File: config.mk
export PLATFORM = sky130hd
export DESIGN_NAME = sync_down_counter_ld_flat
export DESIGN_NICKNAME = d
export VERILOG_FILES = /design/src/rtl/sync_down_counter_ld_if.sv /design/src/rtl/sync_down_counter_ld.sv /design/src/flat_wrapper.sv
export SDC_FILE = /design/constraint.sdc
export NUM_CORES = 1
export LEC_CHECK = 0
export CAP_MARGIN = 5
export CORE_MARGIN = 1.5
export CORE_UTILIZATION = 48
export CTS_CLUSTER_DIAMETER = 200
export CTS_CLUSTER_SIZE = 14
export DETAILED_ROUTE_END_ITERATION = 7
export MAX_ROUTING_LAYER = met4
export PLACE_DENSITY = 0.79
export SETUP_SLACK_MARGIN = 0.3
export SYNTH_ARGS = -nofsm -noshare
export SYNTH_HDL_FRONTEND = slang
export SYNTH_SLANG_ARGS = --single-unit
File: constraint.sdc
create_clock -name clk -period 2.3 [get_ports clk]
set_input_delay 0.23 -clock clk [delete_from_list [all_inputs] [get_ports clk]]
set_output_delay 0.23 -clock clk [all_outputs]
set_load 0.1 [all_outputs]
File: src/rtl/sync_down_counter_ld_if.sv
// Control and status bundle for the loadable down counter.
// The master drives the load/count controls; the slave (the counter) returns count and status.
interface sync_down_counter_ld_if #(
    parameter int WIDTH = 3
);
    logic             en;
    logic             load;
    logic [WIDTH-1:0] din;
    logic [1:0]       mode;
    logic [WIDTH-1:0] q;
    logic             zero;
    logic             tc;
    logic             busy;
    logic             borrow_out;

    modport master (
        output en, load, din, mode,
        input  q, zero, tc, busy, borrow_out
    );

    modport slave (
        input  en, load, din, mode,
        output q, zero, tc, busy, borrow_out
    );
endinterface

File: src/rtl/sync_down_counter_ld.sv
// Synchronous loadable down counter with one-shot, auto-reload and wrap modes.
// All state advances on the falling edge of clk; rst is asynchronous and active-low.
module sync_down_counter_ld #(
    parameter int WIDTH = 3
) (
    input logic                  clk,
    input logic                  rst,
    sync_down_counter_ld_if.slave bus
);

    typedef enum logic [1:0] {
        IDLE = 2'b00,
        RUN  = 2'b01,
        DONE = 2'b10
    } state_t;

    localparam logic [1:0]       MODE_AUTO = 2'b01;
    localparam logic [1:0]       MODE_WRAP = 2'b10;
    localparam logic [WIDTH-1:0] CNT_ZERO  = {WIDTH{1'b0}};
    localparam logic [WIDTH-1:0] CNT_ONE   = {{(WIDTH-1){1'b0}}, 1'b1};
    localparam logic [WIDTH-1:0] CNT_MAX   = {WIDTH{1'b1}};

    state_t           state_r;
    state_t           state_s;
    logic [WIDTH-1:0] q_r;
    logic [WIDTH-1:0] q_s;
    logic [WIDTH-1:0] reload_r;
    logic [WIDTH-1:0] reload_s;
    logic [1:0]       mode_r;
    logic [1:0]       mode_s;
    logic             tc_r;
    logic             tc_s;
    logic             busy_r;

    // Next-state and next-count decode; load wins over en in every state.
    always_comb begin
        state_s  = state_r;
        q_s      = q_r;
        reload_s = reload_r;
        mode_s   = mode_r;
        tc_s     = 1'b0;
        if (bus.load) begin
            q_s      = bus.din;
            reload_s = bus.din;
            mode_s   = bus.mode;
            if ((bus.din != CNT_ZERO) || (bus.mode == MODE_WRAP)) begin
                state_s = RUN;
            end else begin
                state_s = DONE;
            end
        end else begin
            case (state_r)
                RUN: begin
                    if (!bus.en) begin
                        state_s = RUN;
                    end else if (q_r > CNT_ONE) begin
                        q_s = q_r - CNT_ONE;
                    end else if (q_r == CNT_ONE) begin
                        q_s  = CNT_ZERO;
                        tc_s = 1'b1;
                        if ((mode_r == MODE_AUTO) || (mode_r == MODE_WRAP)) begin
                            state_s = RUN;
                        end else begin
                            state_s = DONE;
                        end
                    end else begin
                        // Count already at zero: reload, wrap, or settle (reserved acts as one-shot).
                        case (mode_r)
                            MODE_AUTO: q_s = reload_r;
                            MODE_WRAP: q_s = CNT_MAX;
                            default:   state_s = DONE;
                        endcase
                    end
                end
                IDLE:    state_s = IDLE;
                DONE:    state_s = DONE;
                default: state_s = IDLE;
            endcase
        end
    end

    // Falling-edge state and output registers with asynchronous clear.
    always_ff @(negedge clk or negedge rst) begin
        if (!rst) begin
            state_r  <= IDLE;
            q_r      <= CNT_ZERO;
            reload_r <= CNT_ZERO;
            mode_r   <= 2'b00;
            tc_r     <= 1'b0;
            busy_r   <= 1'b0;
        end else begin
            state_r  <= state_s;
            q_r      <= q_s;
            reload_r <= reload_s;
            mode_r   <= mode_s;
            tc_r     <= tc_s;
            busy_r   <= (state_s == RUN);
        end
    end

    assign bus.q          = q_r;
    assign bus.tc         = tc_r;
    assign bus.busy       = busy_r;
    assign bus.zero       = (q_r == CNT_ZERO);
    assign bus.borrow_out = bus.en & (q_r == CNT_ZERO) & busy_r;

endmodule

File: src/flat_wrapper.sv
// flat-port wrapper written by rule: the top's interface ports become plain ports
module sync_down_counter_ld_flat 
#(
    parameter int WIDTH = 3
)
  (clk, rst, bus_en, bus_load, bus_din, bus_mode, bus_q, bus_zero, bus_tc, bus_busy, bus_borrow_out);
  sync_down_counter_ld_if #(.WIDTH(WIDTH)) bus_i ();
  input logic clk;
  input logic rst;
  input wire logic [$bits(bus_i.en)-1:0] bus_en;
  input wire logic [$bits(bus_i.load)-1:0] bus_load;
  input wire logic [$bits(bus_i.din)-1:0] bus_din;
  input wire logic [$bits(bus_i.mode)-1:0] bus_mode;
  output wire logic [$bits(bus_i.q)-1:0] bus_q;
  output wire logic [$bits(bus_i.zero)-1:0] bus_zero;
  output wire logic [$bits(bus_i.tc)-1:0] bus_tc;
  output wire logic [$bits(bus_i.busy)-1:0] bus_busy;
  output wire logic [$bits(bus_i.borrow_out)-1:0] bus_borrow_out;
  assign bus_i.en = bus_en;
  assign bus_i.load = bus_load;
  assign bus_i.din = bus_din;
  assign bus_i.mode = bus_mode;
  assign bus_q = bus_i.q;
  assign bus_zero = bus_i.zero;
  assign bus_tc = bus_i.tc;
  assign bus_busy = bus_i.busy;
  assign bus_borrow_out = bus_i.borrow_out;
  sync_down_counter_ld #(.WIDTH(WIDTH)) u_core (.clk(clk), .rst(rst), .bus(bus_i));
endmodule
==> results of run 1 <==
logic make-up after synthesis:
family / synth area share
flops: 0.412
simple gates: 0.180
compound gates: 0.182
fa+ha+maj: 0.120
mux: 0.0446
buf+inv: 0.0618
metrics by stage:
stage          cell area, um2  hold slack (ns)  std cells  setup TNS, ns  worst slack (ns)
2_1_floorplan             759            0.432         78          -2.45            -0.996
3_3_place_gp             1080            0.455        121          -2.50            -0.314
3_5_place_dp             1080            0.461        121          -3.03            -0.446
4_1_cts                  1300            0.464        139          -1.33            -0.461
cell usage after synthesis:
master | instances | area share
a21oi_1 | 5 | 0.034
a221oi_2 | 1 | 0.021
a22oi_1 | 1 | 0.010
a32o_1 | 1 | 0.014
and2b_1 | 1 | 0.010
and3_1 | 1 | 0.0086
clkbuf_1 | 2 | 0.010
dfrtn_1 | 12 | 0.41
ha_1 | 7 | 0.12
inv_1 | 10 | 0.051
mux2_2 | 2 | 0.031
mux2i_1 | 1 | 0.014
nand2_1 | 4 | 0.021
nand2b_1 | 1 | 0.0086
nand3_1 | 1 | 0.0069
nor2_1 | 5 | 0.026
nor2b_1 | 2 | 0.017
nor3_1 | 5 | 0.034
nor3_2 | 1 | 0.014
o21a_1 | 1 | 0.010
o21ai_0 | 7 | 0.048
o221ai_1 | 1 | 0.012
o22ai_1 | 1 | 0.0086
o31a_1 | 1 | 0.012
o32ai_1 | 1 | 0.012
or2_2 | 1 | 0.0086
or4_1 | 1 | 0.010
or4_4 | 1 | 0.015
timing repair:
item | in CTS
endpoints found under the setup margin | 19
hold buffers | 0
pin swaps | 9
gates resized for setup | 46
buffers inserted | 14
cloned | 1
==> results by group, run 1 <==
Run status
  • Status: stopped before the end
  • Stopping stage: global routing
  • Err: [ERROR DPL-0038] Utilization greater than 100%, impossible to legalize

Synth
  • Synth Net Count: 94
  • Synthesized area: 729 um2
  • Warnings, synthesis: 0
  • Seq/Total Area, Yosys: 0.412
  • Syn Inst Count: 78
  • Number of synthesized register bits: 12
  • Synth cell types: 28
  • Syn avg cell area: 9.35 um2

Clock network
  • Max clock buf depth: 2
  • H-tree levels: 1
  • Sink Count: 12
  • Root Driver: clkbuf_4
  • CTS buffer count: 3

Floorplanning
  • Initial core utilization: 0.534
  • Ports: 16
  • Chip Height: 42.0 um
  • Die outline width: 42.0 um
  • Rows: 13

STA
  • WEP type: primary output
  • Worst_ep grt: bus_borrow_out

Global route
  • Pin count of the biggest net entering global routing: 13

Placed design
  • GP Congestion: 0.843
  • HPWL after DPL: 1390 um
  • Buffers added on ports: 15
==> run 2, diff against run 1 <==
Settings changed: CORE_AREA set to 2 2 63 65, CORE_MARGIN 1.5 to not set, CORE_UTILIZATION 48 to not set, CTS_CLUSTER_DIAMETER 200 to not set, CTS_CLUSTER_SIZE 14 to not set, DIE_AREA set to 0 0 65 67, MAX_ROUTING_LAYER met4 to not set, PLACE_DENSITY 0.79 to not set, PLACE_DENSITY_LB_ADDON set to 0.15, SETUP_SLACK_MARGIN 0.3 to not set.
==> results by group, run 2 <==
Layout
  • Final Net Count: 135
  • Fill count: 377
  • Area grow syn2layout: 73.4%
  • Commonest non-fill, non-tap cells in the layout: buf_4, dfrtn_1, inv_1
  • Most common cell after layout, fill and taps aside: buf_4
  • Share of cells above drive strength 1: 0.407
  • Antenna Cells: 0

Floorplanning
  • Core ar.: 0.00361 mm2
  • Rows: 22 (+9)
  • Die outline width: 65 um (+55%)
  • Initial core utilization: 0.202 (-0.332)
  • Die area: 0.00436 mm2
  • Chip Height: 67 um (+60%)
  • Ports: 16 (unchanged)

STA
  • Unrepaired setup endpoints after global routing: true
  • Endpoints failing hold: 0
  • Slew at the pin closest to its max-slew limit: 0.257 ns
  • Final setup viols: 6
  • Min setup slack post-route: -0.422 ns
  • Slew Limit Fails: 0
  • Slew margin rel.: 0.828
  • WHS: 0.452 ns
  • Skew final: 0.00224 ns

Clock network
  • Clk_lat worst skew: 0.26 ns
  • H-tree levels: 1 (unchanged)
  • Max clock buf depth: 2 (unchanged)
  • Root Driver: clkbuf_8
  • Sink Count: 12 (unchanged)
  • TritonCTS clock tree: yes
  • Post-CTS Hold Buffers: 0 (unchanged)
  • Clock Pin Slew Worst Setup and Hold Paths: 0.04 ns
  • CTS buffer count: 3 (unchanged)

Detailed routing
  • Iteration-0 DRC count of the detailed router: 27
  • Drt via density: 4.15
  • Routed len/inst: 11.4 um
  • Antenna Nets Post-Route: 0
  • DRC: 0
  • Routed via count: 689
  • Final wirelength: 1890 um
  • TritonRoute pass-1 iters: 4

Pwr
  • Clock Power Share: 0.277
  • Lkg Pwr: 0.583 nW
  • Cell Pwr Density: 663 mW/mm2
  • P_int: 0.545 mW
  • Sequential power share: 0.300
  • Gate power share: 0.423
  • Switching share of power: 0.351
  • Total Power: 0.839 mW
  • NetSw: 0.295 mW
  • Peak supply drop: 0.227 mV

Hold path
  • HP Start: u_core.reload_r[2]$_DFFE_NN0P_
  • Worst Hold Path Cells: 1
  • Hold Path Class: register to register
  • Endpoint, Worst Hold: u_core.reload_r[2]$_DFFE_NN0P_

Global route
  • Overflow after GRT: 0
  • Initial antenna violation count: 0
  • First-pass GRT wire length: 3220 um
  • Vias in the first global route: 742
  • Pin count of the biggest net entering global routing: 13
  • Total GRT Usage: 0.0967

Critical path
  • Critical path required time: 2.07 ns
  • Crit Path Category: register to primary output
  • Crit-path max FO: 2
  • Worst R2R End: u_core.bus.q[2]$_DFFE_NN0P_
  • CP Capture Type: primary output
  • Critical path data arrival time: 2.49 ns
  • Worst reg2reg path depth: 8
  • Worst r2r src: u_core.bus.q[1]$_DFFE_NN0P_
  • Worst setup SP type: register
  • FF-to-FF setup slack: 0.33 ns

Synth
  • Top cells by count, synth: dfrtn_1, inv_1, ha_1, o21ai_0
  • Synth cell types: 28 (unchanged)
  • Count leader, synth: dfrtn_1
  • Syn Inst Count: 78 (unchanged)
  • Synth area leader: dfrtn_1
  • Synth Net Count: 94 (unchanged)
  • Most used DFF post-synth: dfrtn_1
  • Syn avg cell area: 9.35 um2 (unchanged)
  • Warnings, synthesis: 0 (unchanged)
  • Post-synth EDFFs: 0 (unchanged)
  • Top post-synthesis cells by area: dfrtn_1, ha_1, inv_1
  • Share of the synthesized area in the top cell type: 0.412 (unchanged)
  • Seq/Total Area, Yosys: 0.412 (unchanged)
  • Synthesized area: 729 um2 (unchanged)
  • Number of synthesized register bits: 12 (unchanged)
  • Post-synthesis async set-or-reset flop share: 1.00 (unchanged)

Placed design
  • Buffers added on ports: 15 (unchanged)
  • GP Congestion: 0.782 (-7.2%)
  • HPWL after DPL: 1450 um (+4.5%)

Job
  • MaxCap Viol Count: 0

Run status
  • Status: finished, violations left
  • Failing checks: setup timing
## run 2: area by class of cell
| cell class | count | area [um2] | area share |
|---|---|---|---|
| multi-input combinational | 54 | 415 | 0.328 |
| tap | 48 | 60.1 | 0.0475 |
| inverter | 10 | 37.5 | 0.0297 |
| sequential | 12 | 300 | 0.237 |
| clock buffer | 4 | 55.1 | 0.0435 |
| timing repair buffer | 38 | 397 | 0.314 |
## run 2: power groups by stage
stage	clock, mW	sequential (mW)	combinational [mW]
3_3_place_gp	0	0.254	0.335
5_1_grt	0.254	0.254	0.381
4_1_cts	0.237	0.251	0.357
2_1_floorplan	0	0.329	0.118
3_5_place_dp	0	0.254	0.335
6_report	0.232	0.251	0.355
## run 2: worst max-delay path, cell delays in order, from the launching register on
cell and delay (ns):
dfrtn_1 0.42, inv_2 0.06, ha_4 0.15, and2b_4 0.15, and3_4 0.15, buf_12 0.16
## run 2: per-stage QoR
stage | setup TNS [ns] | setup slack (ns) | cells | util | instance area (um2)
final | -1.08 | -0.422 | 166 | 0.351 | 1260
after global placement | -3.12 | -0.427 | 155 | 0.314 | 1130
after floorplan | -2.46 | -0.996 | 78 | - | 739
after CTS | -1.12 | -0.429 | 166 | 0.349 | 1260
after global routing | -1.28 | -0.459 | 166 | 0.351 | 1260
after detailed placement | -3.21 | -0.516 | 155 | 0.314 | 1130
## run 2: worst max path at each step
stage                                           start                        end  slack [ns]
after global routing      u_core.bus.q[0]$_DFFE_NN0P_             bus_borrow_out       -0.46
after CTS                 u_core.bus.q[0]$_DFFE_NN0P_             bus_borrow_out       -0.43
after global placement                     bus_din[0]  u_core.bus.busy$_DFF_NN0_       -0.43
after floorplan           u_core.bus.q[0]$_DFFE_NN0P_             bus_borrow_out        -1.0
final                     u_core.bus.q[1]$_DFFE_NN0P_             bus_borrow_out       -0.42
after detailed placement                   bus_din[0]  u_core.bus.busy$_DFF_NN0_       -0.52
## run 2: per-layer routing
metal	vias to the layer above	wire length, um	part of all wire	GRT usage
li1	357	-	-	-
met1	318	858	0.45	0.106
met2	12	947	0.50	0.183
met3	2	58	0.031	0.0118
met4	0	27	0.014	0.0452
met5	-	0	0	0
## run 2: repair_timing
action / CTS / global route
cloned: 1 / 0
setup endpoints to repair: 12 / 7
buffers inserted: 6 / 0
resized for setup: 12 / 2
pin swaps: 2 / 2
## run 2: kinds of logic after synthesis
logic type | share of synthesized area
AO/OA/AOI/OAI | 0.182
adder cells (fa/ha/maj) | 0.120
AND/OR/NAND/NOR | 0.180
multiplexers | 0.0446
buffers and inverters | 0.0618
flip-flops | 0.412
(Power assumes the default switching activity.)
==> run 3, diff against run 2 <==
Clock period 2.3 ns to 2.27 ns, I/O delays scaled along.
==> results by group, run 3 (synthesis gave the netlist of run 2 again) <==
Run status
  • Status: finished, violations left
  • Failing checks: setup timing

Placed design
  • Placed inst area: 0.00114 mm2 (+0.66%)
  • Buffers added on ports: 15 (unchanged)
  • DP Cell Count: 156 (+0.65%)
  • GP Congestion: 0.757 (-3.2%)
  • Pre-CTS worst setup slack: -0.549 ns (-0.0337 ns)
  • HPWL after DPL: 1500 um (+3.4%)

Floorplanning
  • Die outline width: 65 um (unchanged)
  • Ports: 16 (unchanged)
  • Core ar.: 0.00361 mm2 (unchanged)
  • Rows: 22 (unchanged)
  • Initial core utilization: 0.202 (unchanged)
  • Chip Height: 67 um (unchanged)
  • Die area: 0.00436 mm2 (unchanged)

STA
  • Unrepaired setup endpoints after global routing: true
  • Slew margin rel.: 0.824 (-0.00389)
  • Min setup slack post-route: -0.437 ns (-0.0159 ns)
  • Final setup viols: 6 (unchanged)
  • Endpoints failing hold: 0 (unchanged)
  • Skew final: 0.00338 ns (+0.00114 ns)
  • Slew Limit Fails: 0 (unchanged)
  • Slew at the pin closest to its max-slew limit: 0.262 ns (+0.00566 ns)

Critical path
  • CP Capture Type: primary output
  • Crit Path Category: register to primary output
  • Critical Path Max Stage Delay: 0.42 ns (about the same)
  • Critical path data arrival time: 2.48 ns (about the same)
  • Critical path required time: 2.04 ns (-0.03 ns)
  • FF-to-FF setup slack: 0.10 ns (-0.23 ns)
  • Worst setup SP type: register
  • Crit path cell chain: inv_2 -> ha_4 -> and2b_4 -> and3_4 -> buf_12
  • Crit-path max FO: 2 (unchanged)
  • Critical path's slowest cell: dfrtn_1

Layout
  • Area grow syn2layout: 72.2%
  • Final Util: 0.348 (-0.00243)
  • Final Net Count: 135 (unchanged)
  • Most common cell after layout, fill and taps aside: buf_4
  • Commonest non-fill, non-tap cells in the layout: buf_4, dfrtn_1, inv_1
  • Share of cells above drive strength 1: 0.436 (+0.0291)
  • Antenna Cells: 0 (unchanged)
  • Fin area: 0.00126 mm2 (-0.69%)
  • Final non-filler cell total: 165 (-0.60%)

Detailed routing
  • Final wirelength: 1930 um (+2.1%)
  • Routed via count: 702 (+1.9%)
  • TritonRoute pass-1 iters: 4 (unchanged)
  • Routed len/inst: 11.7 um (+2.7%)
  • Antenna Nets Post-Route: 0 (unchanged)
  • DRC: 0 (unchanged)
  • Iteration-0 DRC count of the detailed router: 12 (-56%)
  • Drt via density: 4.25 (+2.5%)

Global route
  • First-pass GRT wire length: 3130 um (-2.6%)
  • Total GRT Usage: 0.0974 (+0.000751)
  • Pin count of the biggest net entering global routing: 13 (unchanged)
  • Overflow after GRT: 0 (unchanged)
  • Vias in the first global route: 701 (-5.5%)
  • Initial antenna violation count: 0 (unchanged)

Clock network
  • Max clock buf depth: 2 (unchanged)
  • Clk_lat worst skew: 0.26 ns (about the same)
  • H-tree levels: 1 (unchanged)
  • Root Driver: clkbuf_8
  • Sink Count: 12 (unchanged)
  • TritonCTS clock tree: yes
  • Post-CTS Hold Buffers: 0 (unchanged)
  • Clock Pin Slew Worst Setup and Hold Paths: 0.04 ns (about the same)
  • CTS buffer count: 3 (unchanged)

Hold path
  • Hold Path Class: register to register

Pwr
  • Peak supply drop: 0.214 mV (-5.6%)
  • Lkg Pwr: 0.591 nW (+1.4%)
  • Cell Pwr Density: 653 mW/mm2 (-1.6%)

Job
  • MaxCap Viol Count: 0 (unchanged)
-- run 3: cell count changes in the layout (fill, tap and decap cells not counted), sizes merged --
| cell | before | now |
|---|---|---|
| clkdlybuf4s50 | 3 | 1 |
| dlymetal6s2s | 0 | 2 |
| dlygate4sd2 | 4 | 2 |
| clkbuf | 4 | 5 |
-- run 3: report_power, final --
| group | internal [mW] | switching, mW |
|---|---|---|
| registers | 0.239 | 0.0154 |
| clock network | 0.117 | 0.0793 |
| logic | 0.164 | 0.205 |
-- run 3: critical path: cells and delay by family, from the launching register on --
kind,cells,cell delay [ns]
simple gates,2,0.30
flops,1,0.42
fa+ha+maj,1,0.15
buf+inv,2,0.22
-- run 3: repair_timing --
item | in CTS | in global routing
cloned | 1 | 0
buffers inserted | 3 | 2
gates resized for setup | 13 | 9
setup endpoints to repair | 12 | 8
pin swaps | 1 | 2
-- run 3: final timing paths --
kind | cells after the start | end | startpoint
min in group asynchronous | 2 | u_core.bus.busy$_DFF_NN0_ | rst
max in group asynchronous | 2 | u_core.reload_r[0]$_DFFE_NN0P_ | rst
worst min register to register | 1 | u_core.reload_r[2]$_DFFE_NN0P_ | u_core.reload_r[2]$_DFFE_NN0P_
worst min-delay path | 1 | u_core.reload_r[2]$_DFFE_NN0P_ | u_core.reload_r[2]$_DFFE_NN0P_
worst max register to register | 10 | u_core.bus.q[2]$_DFFE_NN0P_ | u_core.bus.q[1]$_DFFE_NN0P_
worst max-delay path | 5 | bus_borrow_out | u_core.bus.q[1]$_DFFE_NN0P_
-- run 3: per-layer routing --
layer,track usage,vias up,routed length (um)
met3,0.0101,2,54
met1,0.113,335,842
met4,0.0638,0,34
met2,0.170,12,1000
met5,0,-,0
li1,-,353,-
-- run 3: layout make-up --
cell class | instances | area (um2)
Multi-Input combinational cell | 54 | 423
Timing Repair Buffer | 38 | 394
Clock buffer | 3 | 41.3
Inverter | 10 | 37.5
Tap cell | 48 | 60.1
Sequential cell | 12 | 300
Fill cell | 389 | 2350
-- run 3: through the flow --
stage | hold slack, ns | power [mW] | TNS, ns
floorplan | 0.432 | 0.452 | -2.63
global placement | 0.460 | 0.598 | -3.33
detailed placement | 0.461 | 0.601 | -3.62
CTS | 0.461 | 0.821 | -1.21
global route | 0.470 | 0.868 | -1.33
finish | 0.457 | 0.820 | -1.15
==> run 4, diff against run 3 <==
Settings changed: SLEW_MARGIN set to 5.
==> results of run 4 <==
The final DEF is identical to that of run 3; final timing and power are the same.
